==> src/rtl/imuldiv_int_mul_iterative_param.sv <==
// Iterative shift-add multiplier, W-bit operands, 2W-bit product, signed or unsigned per request.
// Latency: W+1 cycles from accept to response valid, or k+1 cycles with EARLY_TERM (k = significant bits of |b|, min 1).
// Backpressure: one transaction in flight; request ready only in IDLE, result held in DONE until response ready.
module imuldiv_int_mul_iterative_param #(
  parameter int W          = 32,
  parameter int EARLY_TERM = 0
) (
  input  logic           i_clk,
  input  logic           i_reset,
  input  logic [W-1:0]   i_mulreq_msg_a,
  input  logic [W-1:0]   i_mulreq_msg_b,
  input  logic           i_mulreq_msg_signed,
  input  logic           i_mulreq_val,
  output logic           o_mulreq_rdy,
  output logic [2*W-1:0] o_mulresp_msg_result,
  output logic           o_mulresp_val,
  input  logic           i_mulresp_rdy
);

  localparam int           CW   = $clog2(W);
  localparam logic [CW-1:0] LAST = CW'(W - 1);

  // ST_FIN is the tail of the calculation: the sign fix-up gets its own cycle so the
  // 2W-bit negate never sits behind the 2W-bit accumulate adder.
  typedef enum logic [1:0] {
    ST_IDLE,
    ST_CALC,
    ST_FIN,
    ST_DONE
  } state_t;

  state_t           r_state;
  logic [CW-1:0]    r_cnt;
  logic [2*W-1:0]   r_a;
  logic [W-1:0]     r_b;
  logic [2*W-1:0]   r_result;
  logic             r_sgn;
  logic             r_req_rdy;
  logic             r_resp_val;
  logic [2*W-1:0]   r_resp_result;

  logic             w_accept;
  logic [W-1:0]     w_a_mag;
  logic [W-1:0]     w_b_mag;
  logic [2*W-1:0]   w_sum;
  logic [W-1:0]     w_b_next;
  logic             w_last;

  // Operand magnitudes; the most negative value maps to its unsigned magnitude 2^(W-1).
  assign w_accept = r_req_rdy & i_mulreq_val;
  assign w_a_mag  = (i_mulreq_msg_signed & i_mulreq_msg_a[W-1]) ? -i_mulreq_msg_a : i_mulreq_msg_a;
  assign w_b_mag  = (i_mulreq_msg_signed & i_mulreq_msg_b[W-1]) ? -i_mulreq_msg_b : i_mulreq_msg_b;

  // One shift-add step; the sum cannot overflow since |a|*|b| < 2^(2W).
  assign w_sum    = r_b[0] ? (r_result + r_a) : r_result;
  assign w_b_next = r_b >> 1;
  assign w_last   = (r_cnt == LAST) || ((EARLY_TERM != 0) && (w_b_next == '0));

  // Control FSM and datapath registers; reset wins over every other event.
  always_ff @(posedge i_clk) begin
    if (i_reset) begin
      r_state       <= ST_IDLE;
      r_cnt         <= '0;
      r_a           <= '0;
      r_b           <= '0;
      r_result      <= '0;
      r_sgn         <= 1'b0;
      r_req_rdy     <= 1'b1;
      r_resp_val    <= 1'b0;
      r_resp_result <= '0;
    end else begin
      case (r_state)
        ST_IDLE: begin
          if (w_accept) begin
            r_sgn     <= i_mulreq_msg_signed & (i_mulreq_msg_a[W-1] ^ i_mulreq_msg_b[W-1]);
            r_a       <= {{W{1'b0}}, w_a_mag};
            r_b       <= w_b_mag;
            r_result  <= '0;
            r_cnt     <= '0;
            r_req_rdy <= 1'b0;
            r_state   <= ST_CALC;
          end
        end
        ST_CALC: begin
          r_result <= w_sum;
          r_a      <= r_a << 1;
          r_b      <= w_b_next;
          r_cnt    <= r_cnt + CW'(1);
          if (w_last) begin
            r_state <= ST_FIN;
          end
        end
        ST_FIN: begin
          r_resp_result <= r_sgn ? -r_result : r_result;
          r_resp_val    <= 1'b1;
          r_state       <= ST_DONE;
        end
        ST_DONE: begin
          if (i_mulresp_rdy) begin
            r_resp_val <= 1'b0;
            r_req_rdy  <= 1'b1;
            r_state    <= ST_IDLE;
          end
        end
        default: begin
          r_state   <= ST_IDLE;
          r_req_rdy <= 1'b1;
        end
      endcase
    end
  end

  assign o_mulreq_rdy         = r_req_rdy;
  assign o_mulresp_val        = r_resp_val;
  assign o_mulresp_msg_result = r_resp_result;

endmodule

==> config.mk <==
export PLATFORM = sky130hd
export DESIGN_NAME = imuldiv_int_mul_iterative_param
export DESIGN_NICKNAME = d
export VERILOG_FILES = /design/src/rtl/imuldiv_int_mul_iterative_param.sv
export SDC_FILE = /design/constraint.sdc
export NUM_CORES = 1
export LEC_CHECK = 0
export CORE_UTILIZATION = 25
export DETAILED_ROUTE_END_ITERATION = 10
export GPL_TIMING_DRIVEN = 1
export PLACE_DENSITY = 0.4
export SLEW_MARGIN = 5
export SYNTH_ARGS = -nofsm -noshare
export SYNTH_HDL_FRONTEND = slang
export SYNTH_SLANG_ARGS = --single-unit
==> constraint.sdc <==
create_clock -name i_clk -period 4.2 [get_ports i_clk]
set_input_delay 1.26 -clock i_clk [delete_from_list [all_inputs] [get_ports i_clk]]
set_output_delay 1.26 -clock i_clk [all_outputs]
set_load 0.05 [all_outputs]
# After elaboration in Yosys (flattened, before gate mapping)
# Cells that the tools add are included.
# totals
elab_cells	58
reg_bits	234
# classes
reduce_logical	10
bitwise	5
n_addsub	5
muxes	21
eq_ne	8
# op_table
cell	n
$mux W64	4
$pmux W64 S2	2
$mux W32	3
$add A64 B64 Y64	1
$neg A32 Y32	2
$neg A64 Y64	1
$pmux W32 S2	1
$pmux W5 S2	1
$reduce_and A3 Y1	3
$ne A2 B2 Y1 const B	4
$pmux W2 S4	1
$mux W2	3
$reduce_and A2 Y1	3
$reduce_bool A2 Y1	3
$add A5 B1 Y5 const B	1
$eq A5 B5 Y1 const B	1
$mux W5	1
$and A1 B1 Y1	4
$eq A2 B2 Y1 const B	2
$pmux W1 S2	2
$mux W1	3
$eq A2 B1 Y1 const B	1
$logic_not A2 Y1	1
$xor A1 B1 Y1	1

# Longest topological paths before layout
# Gate-level depths: netlist of run 1.
# logic_depth
word_depth	4
mapped_depth	13
mapped_depth_nobuf	13

# Worst setup path before layout of run 1
# Ideal clock, no wire load.
# synth_timing
kind	input to register
from	in i_mulreq_msg_b[4]
to	reg r_b[30]
slack_ns	0.793
setup_time_ns	0.065
path_stages	9
t_arrival_ns	3.342
cell_sequence	or4_1 > nor4_1 > nand4_1 > o21ai_0 > o21ai_0 > xnor2_1 > o211ai_1 > o21ai_0 > nor2_1
# synth_between
elab_chain_len	4
# synth_lines
element	line	rtl
start, declared	11	input logic [W-1:0] i_mulreq_msg_b,
$neg A32 Y32	52	assign w_b_mag = (i_mulreq_msg_signed & i_mulreq_msg_b[W-1]) ? -i_mulreq_msg_b : i_mulreq_msg_b;
$mux W32	52	
$mux W32	74	if (w_accept) begin
$pmux W32 S2	72	case (r_state)
end signal, assigned	77	r_b <= w_b_mag;
end signal, assigned	87	r_b <= w_b_next;
end, declared	35	logic [W-1:0] r_b;
# No other way between the ends. The select of a mux whose other input is x is not followed.
# A chain may end at the register's enable or synchronous reset.

# Worst setup path in the final report of run 1
# layout_timing
from	reg r_a[13]
to	reg r_result[62]
# layout_between
elab_chain_len	3
# layout_lines
element	line	rtl
start, declared	34	logic [2*W-1:0] r_a;
start signal, assigned	76	r_a <= {{W{1'b0}}, w_a_mag};
start signal, assigned	86	r_a <= r_a << 1;
$add A64 B64 Y64	55	assign w_sum = r_b[0] ? (r_result + r_a) : r_result;
$mux W64	55	
$pmux W64 S2	72	
end signal, assigned	85	r_result <= w_sum;
end, declared	36	logic [2*W-1:0] r_result;
# No other way between the ends. The select of a mux whose other input is x is not followed.

==> results of run 1 <==
-- synthesized netlist by cell type, types with 28 or more instances --
cell type	n	area, µm²
nand2_1	313	1170
nand3_1	57	285
a21o_1	36	270
ha_1	73	913
o31ai_1	29	218
nor2_1	192	721
o21ai_0	132	661
clkbuf_1	110	413
inv_1	33	124
a22oi_1	28	210
dfxtp_1	234	4680
a21oi_1	211	1060
xnor2_1	83	727
xor2_1	95	832
a211oi_1	49	368
-- flip-flops by register name (all words and copies together) (netlist names) --
register	count
o_mulresp_val	1
r_b	32
o_mulreq_rdy	1
r_result	64
o_mulresp_msg_result	64
r_state	2
r_cnt	5
r_a	64
r_sgn	1
-- worst min path at each step --
stage	from	endpoint	cells past startpoint
after floorplan	r_b[10]	r_b[10]	2
after global placement	r_b[4]	r_b[4]	2
after detailed placement	r_b[12]	r_b[12]	2
after CTS	r_b[12]	r_b[12]	2
after global routing	r_b[3]	r_b[3]	2
final	r_b[17]	r_b[17]	2
-- where the power goes --
group	switching, W	internal [W]
Sequential	0.000319	0.00260
Combinational	0.00226	0.00106
Clock	0.00104	0.00154
-- routing by layer --
layer  vias up  global-route usage (%)
met5         -                       0
met4        14                    3.29
met3        63                    2.53
met2       251                    24.1
met1      6561                    23.0
li1       7204                       -
-- worst reg2reg max path, cell delays in order (launching register included) --
cell and delay [ps]:
dfxtp_1 440, ha_1 360, a21oi_1 180, o21ai_0 140, a311oi_1 450, nand3_1 250
a31oi_1 500, o211ai_1 230, a31oi_1 520, o31ai_1 170, xor2_1 170, a22o_1 200
-- area by class of cell --
cell class              instances  area [µm²]  area share (%)
multi-input cells            1588        9670            53.5
inverters                      34         128           0.706
clock inverters                12        93.8           0.519
repair buffers                171        1650            9.10
well taps                     773         967            5.35
clock buffers                  42         897            4.96
flip-flops and latches        234        4690            25.9
-- metrics by stage --
step / setup WS [ps] / hold WS (ps) / cells / power [W]
2_1_floorplan: 793 / 432 / 1978 / 0.00521
3_3_place_gp: 233 / 439 / 2800 / 0.00633
3_5_place_dp: 270 / 447 / 2800 / 0.00633
4_1_cts: 491 / 455 / 2854 / 0.00897
5_1_grt: 189 / 480 / 2854 / 0.00939
6_report: 476 / 452 / 2854 / 0.00883
-- kinds of logic after synthesis --
logic type               after synthesis  share of synthesized area, %
adder cells (fa/ha/maj)               74                          6.27
buffers and inverters                156                          3.94
multiplexers                          27                          1.82
XOR/XNOR                             178                          10.5
AND/OR/NAND/NOR                      717                          21.5
flip-flops                           234                          31.5
AO/OA/AOI/OAI                        592                          24.5
==> summary.md, run 1 <==
| Metric | Value |
|---|---|
| CP startpoint kind | `flip-flop` |
| Fin crit period | `approximately 3700 ps` |
| VDD IR max | `0.000290 V` |
| Status | `complete, no violations` |
| Fin area | `~0.018 mm²` |
| # diodes | `0` |
| CP dominant cell by count | `a31oi_1` |
| Pwr/cell area | `approximately 490 mW/mm²` |
| Drt wl/cell | `17.1 µm` |
| Synth Register Bits | `234` |
| Ports | `135` |
| Most frequent cells in the layout | `nand2_1, dfxtp_1, a21oi_1` |
| Hold Vio Cnt, Final | `0` |
| Post-synth ARST share | `0%` |
| Post-Syn Nets | `2121` |
| All-Layer GR Usage | `15.8%` |
| Cell depth of the worst flop-to-flop path | `11` |
| Setup bufs post-CTS | `0` |
| Worst setup path class | `reg2reg` |
| Crit path max fanout | `6` |
| Post-synth EDFFs | `0` |
| Skew-Pair Late Insertion Delay | `580 ps` |
| Worst r2r src | `r_a[13]` |
| Die footprint | `between 0.06 and 0.07 mm²` |
| Hold_buf cts | `0` |
| Final ANT Viol Nets | `0` |
| Routed length on met1 | `between 20000 and 30000 µm` |
| Core ar. | `0.0589 mm²` |
| Slew @ Worst Pin | `887 ps` |
| R2R setup slack | `480 ps` |
| Slew HR | `40.9%` |
| Critical path data arrival time | `between 4000 and 5000 ps` |
| Final Cycle Share | `about nine tenths` |
| Req. time, crit path | `4660 ps` |
| Worst Setup EP | `r_result[62]` |
| Filler Cells Inserted | `6290` |
| CP endpoint kind | `flip-flop` |
| Initial antenna violation count | `7` |
| Reg2reg end | `r_result[62]` |
| Num CTS Buffers | `30` |
| Setup_tns | `0 ps` |
| TritonCTS Sinks | `around 230` |
| Met2 WL | `20600 µm` |
| Root Buffer | `clkbuf_16` |
| Post-layout utilization of the core | `approximately 31%` |
| Die width | `246 µm` |
| Proportion of layout cells with a drive suffix above 1 | `under 10%` |
| Post-Syn Area | `0.0149 mm²` |
| DRC viols | `0` |
| Worst path cell trace | `ha_1 > a21oi_1 > o21ai_0 > a311oi_1 > nand3_1 > a31oi_1 > o211ai_1 > a31oi_1 > o31ai_1 > xor2_1 > a22o_1` |
| Detailed Routing Iterations Pass 1 | `5` |
| Ys flop type | `dfxtp_1` |
| Starting DRT DRC Count | `942` |
| Top Layer Used | `met5` |
| Routed wire length | `48700 µm` |
| Slew Viols, Final | `0` |
| PortBufs | `134` |
| CP Launch Point | `r_a[13]` |
| HP Class | `reg2reg` |
| Final Skew | `18.9 ps` |
| Dpl cell area | `0.0171 mm²` |
| CTS tree | `yes` |
| Vias in the first global route | `13502` |
| Die Y | `about 250 µm` |
| Initial Util | `25.3%` |
| Worst path slowest cell | `a31oi_1` |
| GRT Residual Overflow | `0` |
| Mapped Cells | `1978` |
| Vias per Instance | `4.94` |
| Max-cap violation count | `0` |
| Row cnt | `89` |
| FMAX | `0.269 GHz` |
| # nets final | `roughly 2200` |
| Post_cts resized | `0` |
| Post-DP HPWL | `approximately 36000 µm` |
| Top delay family on crit path | `compound AO/OA/AOI/OAI gates` |
| Placer congestion estimate | `between 0.8 and 0.9` |
| Layout area overhead | `21.5%` |
| Register area share after synthesis | `between 30% and 40%` |
| First-pass GRT wire length | `76800 µm` |
| Leak | `about 6.9 nW` |
| H-Tree Depth | `1` |
| Clk pin slew, worst setup/hold paths | `approximately 60 ps` |
| CTS Buffer Depth | `3` |
| Cell variety after synth | `68` |
| Final setup fails | `0` |
| Via count | `14093` |
| RSZ-0062 raised after global routing | `no` |
| CP bufs+invs | `0` |
| Most common cell after layout, fill and taps aside | `nand2_1` |
| Syn avg cell area | `7.52 µm²` |
| Yosys warnings | `0` |
| Worst stage delay on the critical path | `520 ps` |
| Pin count of the biggest net entering global routing | `121` |
| DR WL met3 | `2120 µm` |
| Critical path depth in cells | `11` |
No activity file was read; power rests on OpenSTA's default activity.
==> inputs of run 2 (changes only) <==
- ABC_CLOCK_PERIOD_IN_PS: default -> 4200
- RECOVER_POWER: default -> 25
==> run 2 against run 1 <==
  * The run now ends with capacitance limit, slew limit left
  * Sequential share of layout area rose by 0.092 points
  * Critical path depth fell by 6
  * Hold slack got worse by 1.8 ps
  * First-iteration DRC count rose by 2.9%
  * Largest cell class unchanged
  * Highest routed layer unchanged
==> summary.md, run 2 (synthesis gave the netlist of run 1 again) <==
| Metric | Value |
|---|---|
| Status | `finished with violations` |
| Failing checks | `capacitance limit, slew limit` |
| Row cnt | `89` |
| Hold path depth | `2` |
| Final ANT Viol Nets | `0` |
| Area of the multi-input gates | `about 0.0096 mm²` |
| Placer congestion estimate | `0.865` |
| TritonCTS Sinks | `roughly 230` |
| Filler Cells Inserted | `6294` |
| Root Buffer | `clkbuf_16` |
| Worst stage delay on the critical path | `about 1700 ps` |
| Leak | `6.92 nW` |
| Crit path max fanout | `48` |
| Max-cap violation count | `3` |
| Pwr/cell area | `a little under 500 mW/mm²` |
| First-pass GRT wire length | `76800 µm` |
| Worst path cell trace | `buf_6 > clkbuf_1 > nor2b_4 > clkbuf_2 > a22o_1` |
| H-Tree Depth | `1` |
| Post-DP HPWL | `approximately 36000 µm` |
| Placed insts | `2800` |
| Drt wl/cell | `17.0 µm` |
| Pre-CTS setup slack | `270 ps` |
| Layout area overhead | `21.1%` |
| Critical path depth in cells | `5` |
| Routed wire length | `48600 µm` |
| CP bufs+invs | `3` |
| Setup bufs post-CTS | `0` |
| CTS tree | `yes` |
| Ports | `135` |
| Clk pin slew, worst setup/hold paths | `50 ps` |
| Post-route insts no fill | `2854` |
| Worst setup path class | `in2reg` |
| Final Worst Setup Slack | `333 ps` |
| Die Y | `246 µm` |
| FMAX | `0.259 GHz` |
| Slew @ Worst Pin | `2640 ps` |
| FF/Latch Area | `0.00469 mm²` |
| M2 GR Usage | `24.1%` |
| Die footprint | `around 0.06 mm²` |
| RSZ-0062 raised after global routing | `no` |
| Most frequent cells in the layout | `nand2_1, dfxtp_1, a21oi_1` |
| Final setup fails | `0` |
| CTS Buffer Depth | `3` |
| Setup_tns | `0 ps` |
| Die width | `246 µm` |
| # nets final | `around 2200` |
| Worst path slowest cell | `clkbuf_1` |
| Pin count of the biggest net entering global routing | `121` |
| Proportion of layout cells with a drive suffix above 1 | `5.38%` |
| Fin crit period | `roughly 3900 ps` |
| Grt met1 use | `23.0%` |
| GRT Residual Overflow | `0` |
| Skew-Pair Late Insertion Delay | `roughly 580 ps` |
| Core ar. | `around 0.06 mm²` |
| CP startpoint kind | `input pin` |
| Critical path data arrival time | `between 4000 and 5000 ps` |
| Hold_buf cts | `0` |
| Cell depth of the worst flop-to-flop path | `10` |
| Req. time, crit path | `4660 ps` |
| Starting DRT DRC Count | `969` |
| Vias in the first global route | `approximately 14000` |
| Via count | `between 10000 and 15000` |
| Slew Viols, Final | `~260` |
| Met3 Usage GRT | `under 10%` |
| GRT busiest layer | `met2` |
| Final Cycle Share | `92.1%` |
| All-Layer GR Usage | `approximately 16%` |
| HP Class | `reg2reg` |
| Hold Vio Cnt, Final | `0` |
| Most common cell after layout, fill and taps aside | `nand2_1` |
| Vias per Instance | `4.94` |
| Slew HR | `-76.2%` |
| # diodes | `0` |
| Detailed Routing Iterations Pass 1 | `5` |
| Top delay family on crit path | `buffers and inverters` |
| PortBufs | `between 100 and 150` |
| Post_cts resized | `0` |
| Initial Util | `25.3%` |
| DRC viols | `0` |
| CP endpoint kind | `flip-flop` |
| Final Skew | `18.6 ps` |
| Initial antenna violation count | `7` |
| VDD IR max | `a little under 0.0003 V` |
| Num CTS Buffers | `30` |
run 2: metrics by stage:
step	power, W	hold slack (ps)	area [µm²]	util (%)
final	0.00878	450	18000	30.6
after global routing	0.00935	480	18000	30.6
after CTS	0.00897	455	18100	30.7
after detailed placement	0.00633	447	17100	29.0
after global placement	0.00633	439	17100	29.0
after floorplan	0.00521	432	14900	-
run 2: path summary, 6_finish.rpt:
| path | from | to | slack (ps) |
|---|---|---|---|
| worst max-delay path | i_reset | r_result[41] | 330 |
| worst min register to register | r_b[17] | r_b[17] | 450 |
| worst min-delay path | r_b[17] | r_b[17] | 450 |
| worst max register to register | r_result[2] | o_mulresp_msg_result[63] | 440 |
run 2: final cells by class:
class | count | share of cell area [%]
Inverter | 34 | 0.708
Multi-Input combinational cell | 1588 | 53.5
Clock buffer | 42 | 4.98
Sequential cell | 234 | 26.0
Tap cell | 773 | 5.37
Timing Repair Buffer | 171 | 8.90
Clock inverter | 12 | 0.521
run 2: tightest hold or removal path: stages, from the launching register on:
cell and delay [ps]:
dfxtp_1 300, nand2_1 50, a21oi_1 50
run 2: where the power goes:
group	internal (W)	switching, W
Clock	0.00154	0.00104
Sequential	0.00261	0.000319
Combinational	0.00104	0.00224
run 2: metal layers:
metal / share of wire (%) / vias to the layer above / routed length [µm]
met5: 0.18 / - / 85
met4: 1.6 / 14 / 766
met3: 4.4 / 58 / 2140
met2: 42 / 242 / 20500
met1: 52 / 6591 / 25000
li1: - / 7203 / -
